## config.mk

```make
export PLATFORM = sky130hd
export DESIGN_NAME = ps2_rx_fifo
export DESIGN_NICKNAME = d
export VERILOG_FILES = /design/src/rtl/ps2_rx_fifo_pkg.sv /design/src/rtl/ps2_rx_fifo_sync_fifo.sv /design/src/rtl/ps2_rx_fifo.sv
export SDC_FILE = /design/constraint.sdc
export NUM_CORES = 1
export LEC_CHECK = 0
export BUFFER_PORTS_ARGS = -buffer_cell sky130_fd_sc_hd__clkbuf_2
export CAP_MARGIN = 30
export CELL_PAD_IN_SITES_DETAIL_PLACEMENT = 0
export CELL_PAD_IN_SITES_GLOBAL_PLACEMENT = 2
export CORE_MARGIN = 5
export CORE_UTILIZATION = 52
export CTS_BUF_LIST = sky130_fd_sc_hd__clkbuf_8
export CTS_CLUSTER_SIZE = 24
export DETAILED_ROUTE_END_ITERATION = 10
export PLACE_DENSITY = 0.89
export SYNTH_ARGS = -nofsm -noshare
export SYNTH_HDL_FRONTEND = slang
export SYNTH_SLANG_ARGS = --single-unit
```

## constraint.sdc

```tcl
create_clock -name Clock -period 5.15 [get_ports Clock]
set_clock_uncertainty 0.2 [all_clocks]
set_input_delay 0.2575 -clock Clock [delete_from_list [all_inputs] [get_ports Clock]]
set_output_delay 0.2575 -clock Clock [all_outputs]
set_load 0.03 [all_outputs]
```

## src/rtl/ps2_rx_fifo_pkg.sv

```systemverilog
// Shared definitions for the PS/2 receive path: deserializer state encoding,
// frame geometry and default parameters.
package ps2_rx_fifo_pkg;

  typedef enum logic [1:0] {
    ST_IDLE   = 2'd0,
    ST_DATA   = 2'd1,
    ST_PARITY = 2'd2,
    ST_STOP   = 2'd3
  } ps2_state_e;

  // start + 8 data + parity + stop
  localparam int FRAME_BITS         = 11;
  localparam int DATA_BITS          = FRAME_BITS - 3;
  localparam int DEF_FIFO_DEPTH     = 8;
  localparam int DEF_TIMEOUT_CYCLES = 50000;

  // PS/2 uses odd parity: data plus parity bit must carry an odd number of ones
  function automatic logic odd_weight(input logic [8:0] v);
    return ^v;
  endfunction

endpackage

```

## src/rtl/ps2_rx_fifo_sync_fifo.sv

```systemverilog
// Single-clock show-ahead FIFO. Head entry is presented on data_o while
// valid_o is high; data_o reads 0 when empty. A push into a full FIFO is
// accepted only when a pop happens in the same cycle, otherwise it is
// dropped and overflow_o pulses for one cycle.
module sync_fifo #(
  parameter int WIDTH = 8,
  parameter int DEPTH = 8
) (
  input  logic             clk,
  input  logic             rst,
  input  logic             push_i,
  input  logic [WIDTH-1:0] data_i,
  input  logic             pop_i,
  output logic [WIDTH-1:0] data_o,
  output logic             valid_o,
  output logic             full_o,
  output logic             overflow_o
);

  localparam int AW = $clog2(DEPTH);

  logic [WIDTH-1:0] mem_q [DEPTH];
  logic [AW-1:0]    wr_ptr_q, rd_ptr_q;
  logic [AW:0]      cnt_q, cnt_d;
  logic             ovf_q;
  logic             pop_eff, push_eff, ovf_d;

  assign valid_o  = (cnt_q != '0);
  assign full_o   = (cnt_q == (AW+1)'(DEPTH));
  assign pop_eff  = pop_i && valid_o;
  assign push_eff = push_i && (!full_o || pop_eff);
  assign ovf_d    = push_i && full_o && !pop_eff;

  // Occupancy follows the accepted push/pop pair
  always_comb begin
    cnt_d = cnt_q;
    case ({push_eff, pop_eff})
      2'b10:   cnt_d = cnt_q + 1'b1;
      2'b01:   cnt_d = cnt_q - 1'b1;
      default: cnt_d = cnt_q;
    endcase
  end

  // Pointers wrap naturally because DEPTH is a power of two
  always_ff @(posedge clk or posedge rst) begin
    if (rst) begin
      wr_ptr_q <= '0;
      rd_ptr_q <= '0;
      cnt_q    <= '0;
      ovf_q    <= 1'b0;
    end else begin
      if (push_eff) wr_ptr_q <= wr_ptr_q + 1'b1;
      if (pop_eff)  rd_ptr_q <= rd_ptr_q + 1'b1;
      cnt_q <= cnt_d;
      ovf_q <= ovf_d;
    end
  end

  // Storage needs no reset; empty entries are masked on the output
  always_ff @(posedge clk) begin
    if (push_eff) mem_q[wr_ptr_q] <= data_i;
  end

  assign data_o     = valid_o ? mem_q[rd_ptr_q] : '0;
  assign overflow_o = ovf_q;

endmodule

```

## src/rtl/ps2_rx_fifo.sv

```systemverilog
// PS/2 keyboard receiver: synchronizes the raw PS/2 clock/data lines,
// deserializes 11-bit frames on falling clock edges, checks odd parity and
// the stop bit, and buffers good bytes in a show-ahead FIFO.
// Optional partial-frame timeout is enabled by defining PS2_RX_TIMEOUT_EN.
module ps2_rx_fifo
  import ps2_rx_fifo_pkg::*;
#(
  parameter int FIFO_DEPTH     = DEF_FIFO_DEPTH,
  parameter int TIMEOUT_CYCLES = DEF_TIMEOUT_CYCLES
) (
  input  logic       Clock,
  input  logic       Reset,
  input  logic       PS2_CLK,
  input  logic       PS2_DATA,
  input  logic       iReadEnable,
  output logic [7:0] oData,
  output logic       oValid,
  output logic       oFull,
  output logic       oParityError,
  output logic       oFrameError,
  output logic       oOverflow
);

  logic [1:0] clk_s_q, dat_s_q;
  logic       clk_prev_q;
  logic       fall, dat;

  ps2_state_e state_q, state_d;
  logic [7:0] shift_q;
  logic [2:0] bit_cnt_q;
  logic       par_q;
  logic       timeout;

  logic       push_d, perr_d, ferr_d;
  logic       perr_q, ferr_q;

  // Two-flop synchronizers plus one history flop for edge detection; idle lines sit high
  always_ff @(posedge Clock or posedge Reset) begin
    if (Reset) begin
      clk_s_q    <= 2'b11;
      dat_s_q    <= 2'b11;
      clk_prev_q <= 1'b1;
    end else begin
      clk_s_q    <= {clk_s_q[0], PS2_CLK};
      dat_s_q    <= {dat_s_q[0], PS2_DATA};
      clk_prev_q <= clk_s_q[1];
    end
  end

  assign fall = clk_prev_q && !clk_s_q[1];
  assign dat  = dat_s_q[1];

`ifdef PS2_RX_TIMEOUT_EN
  localparam int TW = $clog2(TIMEOUT_CYCLES + 1);
  logic [TW-1:0] tmo_q;

  // Cycles since the last falling edge while a frame is in progress
  always_ff @(posedge Clock or posedge Reset) begin
    if (Reset)                           tmo_q <= '0;
    else if (state_q == ST_IDLE || fall) tmo_q <= '0;
    else                                 tmo_q <= tmo_q + 1'b1;
  end

  assign timeout = (state_q != ST_IDLE) && !fall && (tmo_q == TW'(TIMEOUT_CYCLES - 1));
`else
  wire unused_tmo = (TIMEOUT_CYCLES != 0);
  assign timeout = 1'b0;
`endif

  // FSM state register
  always_ff @(posedge Clock or posedge Reset) begin
    if (Reset) state_q <= ST_IDLE;
    else       state_q <= state_d;
  end

  // FSM next state: advance one step per falling edge; a timeout abandons the frame
  always_comb begin
    state_d = state_q;
    if (timeout) begin
      state_d = ST_IDLE;
    end else if (fall) begin
      case (state_q)
        ST_IDLE:   state_d = dat ? ST_IDLE : ST_DATA;
        ST_DATA:   state_d = (bit_cnt_q == 3'(DATA_BITS - 1)) ? ST_PARITY : ST_DATA;
        ST_PARITY: state_d = ST_STOP;
        ST_STOP:   state_d = ST_IDLE;
        default:   state_d = ST_IDLE;
      endcase
    end
  end

  // FSM outputs: verdict on the frame at the stop-bit edge; parity outranks stop
  always_comb begin
    push_d = 1'b0;
    perr_d = 1'b0;
    ferr_d = 1'b0;
    if (fall && state_q == ST_STOP) begin
      if (!odd_weight({par_q, shift_q})) perr_d = 1'b1;
      else if (!dat)                     ferr_d = 1'b1;
      else                               push_d = 1'b1;
    end
    if (timeout) ferr_d = 1'b1;
  end

  // Deserializer datapath: LSB arrives first, so shift in from the top
  always_ff @(posedge Clock or posedge Reset) begin
    if (Reset) begin
      shift_q   <= '0;
      bit_cnt_q <= '0;
      par_q     <= 1'b0;
    end else if (fall) begin
      case (state_q)
        ST_IDLE:   bit_cnt_q <= '0;
        ST_DATA: begin
          shift_q   <= {dat, shift_q[7:1]};
          bit_cnt_q <= bit_cnt_q + 3'd1;
        end
        ST_PARITY: par_q <= dat;
        default:   ;
      endcase
    end
  end

  // Registered one-cycle error pulses
  always_ff @(posedge Clock or posedge Reset) begin
    if (Reset) begin
      perr_q <= 1'b0;
      ferr_q <= 1'b0;
    end else begin
      perr_q <= perr_d;
      ferr_q <= ferr_d;
    end
  end

  assign oParityError = perr_q;
  assign oFrameError  = ferr_q;

  sync_fifo #(
    .WIDTH (8),
    .DEPTH (FIFO_DEPTH)
  ) u_fifo (
    .clk        (Clock),
    .rst        (Reset),
    .push_i     (push_d),
    .data_i     (shift_q),
    .pop_i      (iReadEnable),
    .data_o     (oData),
    .valid_o    (oValid),
    .full_o     (oFull),
    .overflow_o (oOverflow)
  );

endmodule

```

# ---- Word level (Yosys, flattened, before mapping)
# Memory sizes are Yosys's and may differ from the RTL's.
# Cells that the tools add are included.
# W data, S select, Z words.
dict set report op_classes {
  n_mux 16
  eq_ne 7
  add_sub_neg 5
  reduce_logical 18
}
# operator n
set ops {}
lappend ops {{$mux W1} 11}
lappend ops {{$add A3 B1 Y3 const B} 3}
lappend ops {{$reduce_xor A9 Y1} 1}
lappend ops {{$mux W8} 1}
lappend ops {{$pmux W2 S4} 1}
lappend ops {{$pmux W4 S2} 1}
lappend ops {{$eq A2 B2 Y1 const B} 3}
lappend ops {{$logic_and A1 B1 Y1} 6}
lappend ops {{$pmux W3 S2} 1}
lappend ops {{$reduce_and A2 Y1} 3}
lappend ops {{$add A4 B1 Y4 const B} 1}
lappend ops {{$eq A2 B1 Y1 const B} 2}
lappend ops {{$eq A4 B4 Y1 const B} 1}
lappend ops {{$reduce_bool A2 Y1} 2}
lappend ops {{$reduce_bool A4 Y1} 1}
lappend ops {{$sub A4 B1 Y4 const B} 1}
lappend ops {{$eq A3 B3 Y1 const B} 1}
lappend ops {{$logic_not A1 Y1} 3}
lappend ops {{$logic_not A2 Y1} 1}
lappend ops {{$mux W2} 1}
lappend ops {{$logic_or A1 B1 Y1} 1}
dict set report totals {
  memories 1
  regBits 32
  out_inout_bits 13
  ram_bits 64
}
# name depth width read_ports rd_ports_with_merged_regs write_ports line
set memory_table {}
lappend memory_table {u_fifo.mem_q 8 8 1 0 1 ps2_rx_fifo_sync_fifo.sv:22} ;# logic [WIDTH-1:0] mem_q [DEPTH];

# ---- Longest topological paths before layout
dict set report depth {
  depth_word 7
  depth_mapped 12
  mapped_depth_nobuf 11
}

# ---- By module
# A second synthesis with hierarchy kept.
dict set report unflattened {
  hier_cells 245
  area_unflattened_um2 4033.9
}
# mod seq_area_each_um2 n_inst cells_per_inst area_each_um2
set by_module_without_submodules {}
lappend by_module_without_submodules {sync_fifo 2197.1 1 177 3154.3}
lappend by_module_without_submodules {ps2_rx_fifo 531.8 1 68 879.6}

# ---- Worst setup path before layout
# No wires, ideal clock.
dict set report synth_timing {
  path_kind {reg2reg}
  start {register shift_q[3]}
  end {register u_fifo.cnt_q[2]}
  synth_period_minus_slack_ns 2.859
  stages_incl_launch_ff 12
  slack_ns 2.291
  arrival_ns 2.526
  cell_sequence {dfrtp_1 xnor2_1 xnor3_2 xnor2_4 nand3_4 ha_1 xor2_1 ha_1 a21oi_1 xor2_1 nor2_1 xor2_1}
}
dict set report synth_between {
  elab_chain_cells 6
  word_cells_on_any_way 8
  cone_classes {eq/ne: 2; mux: 3; reduce/logical: 3}
}
# item line
set synth_lines {}
lappend synth_lines {{from (decl)} ps2_rx_fifo.sv:29} ;# logic [7:0] shift_q;
lappend synth_lines {{from (signal assigned)} ps2_rx_fifo.sv:115} ;# shift_q <= {dat, shift_q[7:1]};
lappend synth_lines {{$reduce_xor A9 Y1 *} ps2_rx_fifo_pkg.sv:20} ;# return ^v;
lappend synth_lines {{$mux W1 *} ps2_rx_fifo.sv:98} ;# if (!odd_weight({par_q, shift_q})) perr_d = 1'b1;
lappend synth_lines {{$mux W1 *} ps2_rx_fifo.sv:97} ;# if (fall && state_q == ST_STOP) begin
lappend synth_lines {{$logic_and A1 B1 Y1 *} ps2_rx_fifo_sync_fifo.sv:31} ;# assign push_eff = push_i && (!full_o || pop_eff);
lappend synth_lines {{$eq A2 B1 Y1 or $eq A2 B2 Y1 (tied branches)} ps2_rx_fifo_sync_fifo.sv:37} ;# case ({push_eff, pop_eff})
lappend synth_lines {{$pmux W4 S2 or $reduce_bool A2 Y1 (tied branches)} n/a}
lappend synth_lines {{to (signal assigned)} ps2_rx_fifo_sync_fifo.sv:54} ;# cnt_q <= cnt_d;
lappend synth_lines {{to (decl)} ps2_rx_fifo_sync_fifo.sv:24} ;# logic [AW:0] cnt_q, cnt_d;
# Mark *: on every way between the ends. The rest lies on a longest branch, timed or not.
# A chain may end at the register's enable or synchronous reset.

# ---- Worst setup path in the final report
dict set report layout_timing {
  start {register shift_q[4]}
  end {register u_fifo.cnt_q[2]}
}
# The elaborated chain is that of the path after synthesis.

==> flow_metrics.py <==
metrics = {
    "clock_network": {
        "cts_made_buffers": 9,
        "cts.clk_slew.worst_paths_ns": 0.10,
        "cts-root-buf": "clkbuf_8",
        "post-cts-setup-buffer-count": 0,
        "insertion_delay_ns": 0.35,
        "cts_sinks": 96,
        "ctsHtreeMaxLevel": 3,
        "cts-resized-gates": 0,
        "ctsLongestPathBuffers": 2,
        "hold_buffers": 4,
        "cts_tree": "yes",
    },
    "yosys": {
        "synth.cell_area_um2": 3970,
        "ys_types": 37,
        "yosys_warnings": 0,
        "synthFlopType": "edfxtp_1",
        "ys_ff_latch": 96,
        "yosysSeqAreaShare_pct": 68.7,
        "async_reset_ff_share_pct": 33.3,
        "avgSynthCellArea_um2": 17.3,
        "synth_edf_count": 64,
        "syn-num-nets": 241,
        "synthCells": 229,
    },
    "detailed_routing": {
        "firstDrtPassIters": 6,
        "drt_iter0_markers": 119,
        "vias": 1939,
        "vias_per_cell": 5.37,
        "routed_wl_um": 6490,
        "postRouteAntennaNets": 0,
        "drc_errors": 0,
        "wl_per_cell_um": 18.0,
    },
    "setup_path": {
        "crit_start": "shift_q[4]",
        "r2r_end": "u_fifo.cnt_q[2]",
        "cp.depth": 11,
        "critPathKind": "flip-flop to flip-flop",
        "cp.required_ns": 5.19,
        "end_kind": "flip-flop",
        "reg2reg_setup_slack_ns": 2.08,
        "crit_end": "u_fifo.cnt_q[2]",
        "cp_data_arrival_time_ns": 3.11,
        "worst_setup_path_start_kind": "flip-flop",
        "cpMostUsedCell": "xor2_1",
        "crit_family": "XOR/XNOR gates",
        "max_stage_delay_ns": 0.55,
        "cp_cell_sequence": "xnor2_1, xnor3_2, xnor2_4, nand3_4, ha_1, xor2_1, ha_1, a21oi_1, xor2_1, nor2_1, xor2_1",
        "worstPathMaxFanout": 11,
        "r2r_cells": 11,
        "cp_num_buf_inv": 0,
        "slowest_stage": "dfrtp_1",
        "regToRegStartpoint": "shift_q[4]",
    },
    "finish": {
        "area_delta_synth_final_pct": 12.2,
        "antennaDiodeCount": 0,
        "nets": 269,
        "instances_no_fill": 361,
        "drive_gt1_share_pct": 28.6,
        "fill_cells": 544,
    },
    "power_and_ir_drop": {
        "power.leakage_nw": 1.64,
        "ir_drop_uv": 344,
        "swShare_pct": 34.6,
        "switchingPower_uw": 901,
        "p_total_mw": 2.60,
        "p_comb_share_pct": 32.5,
        "power_density_nw_per_um2": 584,
        "clkPwrFrac_pct": 21.2,
        "seq_power_share_pct": 46.3,
        "p_int_mw": 1.70,
    },
    "floorplanning": {
        "row_count": 31,
        "coreArea_um2": 7330,
        "pin_count": 18,
        "design.die.area_um2": 9480,
        "dieHeight_um": 97.4,
        "initial_core_util_pct": 54.2,
        "die_width_um": 97.4,
    },
    "sta": {
        "rsz0062_at_grt": "false",
        "drv_slew": 0,
        "hold_viol": 0,
        "post-route-period-util_pct": 59.6,
        "worst_pin_slew_ns": 0.942,
        "clock.fmax_ghz": 0.326,
        "slew_headroom_pct": 37.0,
        "final-setup-viol-count": 0,
        "period_minus_slack_ns": 3.07,
        "setup-tns-final_ns": 0,
    },
    "global_route": {
        "grt_pass1_wl_um": 10700,
        "grt_use_total_pct": 14.8,
        "grt_pass1_vias": 1971,
        "gr-total-overflow": 0,
        "grt_start_max_net_pins": 33,
        "antenna_found_initial": 0,
    },
    "worst_hold_path": {
        "min-delay-start": "dat_s_q[0]",
        "hold_class": "flip-flop to flip-flop",
    },
    "place": {
        "dp.cells": 341,
        "portBuffers": 17,
        "routabilityCongestion": 0.730,
        "place_hpwl_um": 4370,
    },
    "status": {
        "outcome": "finished clean",
    },
    "run": {
        "maxCapViolCount": 0,
    },
}
synthesized netlist by cell type (2+ instances only):
master / number / share of area [%]
dfrtp_1: 27 / 17
dfstp_2: 5 / 3.3
xor2_1: 6 / 1.3
nand4_1: 2 / 0.32
mux2i_1: 8 / 2.0
nor3_1: 5 / 0.63
xnor2_1: 7 / 1.5
clkbuf_1: 4 / 0.38
nand2b_1: 4 / 0.63
buf_2: 2 / 0.25
buf_1: 2 / 0.19
edfxtp_1: 64 / 48
inv_1: 4 / 0.38
nand2_1: 8 / 0.76
nor2_1: 20 / 1.9
o21ai_0: 4 / 0.50
nand3_1: 2 / 0.25
a21oi_1: 4 / 0.50
mux2_2: 11 / 3.1
nand3b_1: 2 / 0.38
mux4_2: 16 / 9.1
ha_1: 7 / 2.2
worst min path at each step:
stage / end / slack (ns) / cells after the start
finish: dat_s_q[1] / 0.16 / 0
global placement: oParityError / 0.15 / 3
floorplan: clk_s_q[0] / 0.06 / 0
CTS: dat_s_q[1] / 0.16 / 0
global route: dat_s_q[1] / 0.17 / 0
detailed placement: oParityError / 0.15 / 3
final cells by class:
type | count | area, um2 | area share, %
repair buffers | 25 | 160 | 3.59
multi-input cells | 121 | 1190 | 26.8
clock buffers | 9 | 124 | 2.78
well taps | 99 | 124 | 2.78
inverters | 4 | 15.0 | 0.337
flip-flops and latches | 96 | 2730 | 61.2
clock inverters | 7 | 110 | 2.47
per-layer routing:
layer / global-route usage [%] / routed length [um]
met1: 21.3 / 3010
met2: 22.6 / 3120
met3: 2.44 / 268
met4: 6.39 / 88
met5: 0 / 0
per-stage QoR:
step / area (um2) / setup WS (ns) / hold WS [ns] / util, %
6_report: 4460 / 2.08 / 0.159 / 60.8
5_1_grt: 4460 / 1.85 / 0.166 / 60.8
4_1_cts: 4460 / 2.05 / 0.160 / 60.8
3_5_place_dp: 4180 / 2.06 / 0.146 / 57.0
3_3_place_gp: 4150 / 1.98 / 0.146 / 56.7
2_1_floorplan: 3970 / 2.29 / 0.0620 / -
flip-flops by register name, indices dropped and copies added (netlist names), named ones only:
| name | cells |
|---|---|
| oParityError | 1 |
| clk_s_q | 2 |
| dat_s_q | 2 |
| par_q | 1 |
| bit_cnt_q | 3 |
| u_fifo.overflow_o | 1 |
| clk_prev_q | 1 |
| oFrameError | 1 |
| u_fifo.rd_ptr_q | 3 |
| u_fifo.mem_q | 64 |
| shift_q | 8 |
| u_fifo.cnt_q | 4 |
| u_fifo.wr_ptr_q | 3 |
| state_q | 1 |
kinds of logic after synthesis:
kind of cell	synth area share (%)
xor gates and xnor gates	4.57
DFF	68.7
AOI/OAI and AO/OA	1.83
and+or+nand+nor	6.87
muxes	14.6
adders and majority gates	2.21
buffers and inverters	1.20
layout by cell type, fill, tap and decap left out, types with 2 or more instances in the layout:
| cell | n |
|---|---|
| nand3b_1 | 2 |
| nor2_1 | 20 |
| nor3_1 | 5 |
| mux4_2 | 16 |
| dfstp_2 | 5 |
| mux2_2 | 11 |
| xor2_1 | 6 |
| ha_1 | 7 |
| edfxtp_1 | 64 |
| dlygate4sd3_1 | 4 |
| dfrtp_1 | 27 |
| o21ai_0 | 4 |
| mux2i_1 | 8 |
| nand2_1 | 8 |
| bufinv_16 | 2 |
| clkbuf_2 | 17 |
| nand3_1 | 2 |
| nand4_1 | 2 |
| a21oi_1 | 4 |
| clkbuf_8 | 9 |
| xnor2_1 | 7 |
| buf_4 | 2 |
| inv_1 | 4 |
| inv_8 | 3 |
| nand2b_1 | 4 |
power by group through the flow:
stage	clock network (mW)	logic, mW	registers [mW]
after floorplan	0	0.792	1.09
after global placement	0	0.820	1.24
after detailed placement	0	0.859	1.23
after CTS	0.568	0.862	1.21
after global routing	0.601	0.923	1.24
final	0.552	0.845	1.21
Note: power is estimated with default switching activity, not from simulation.
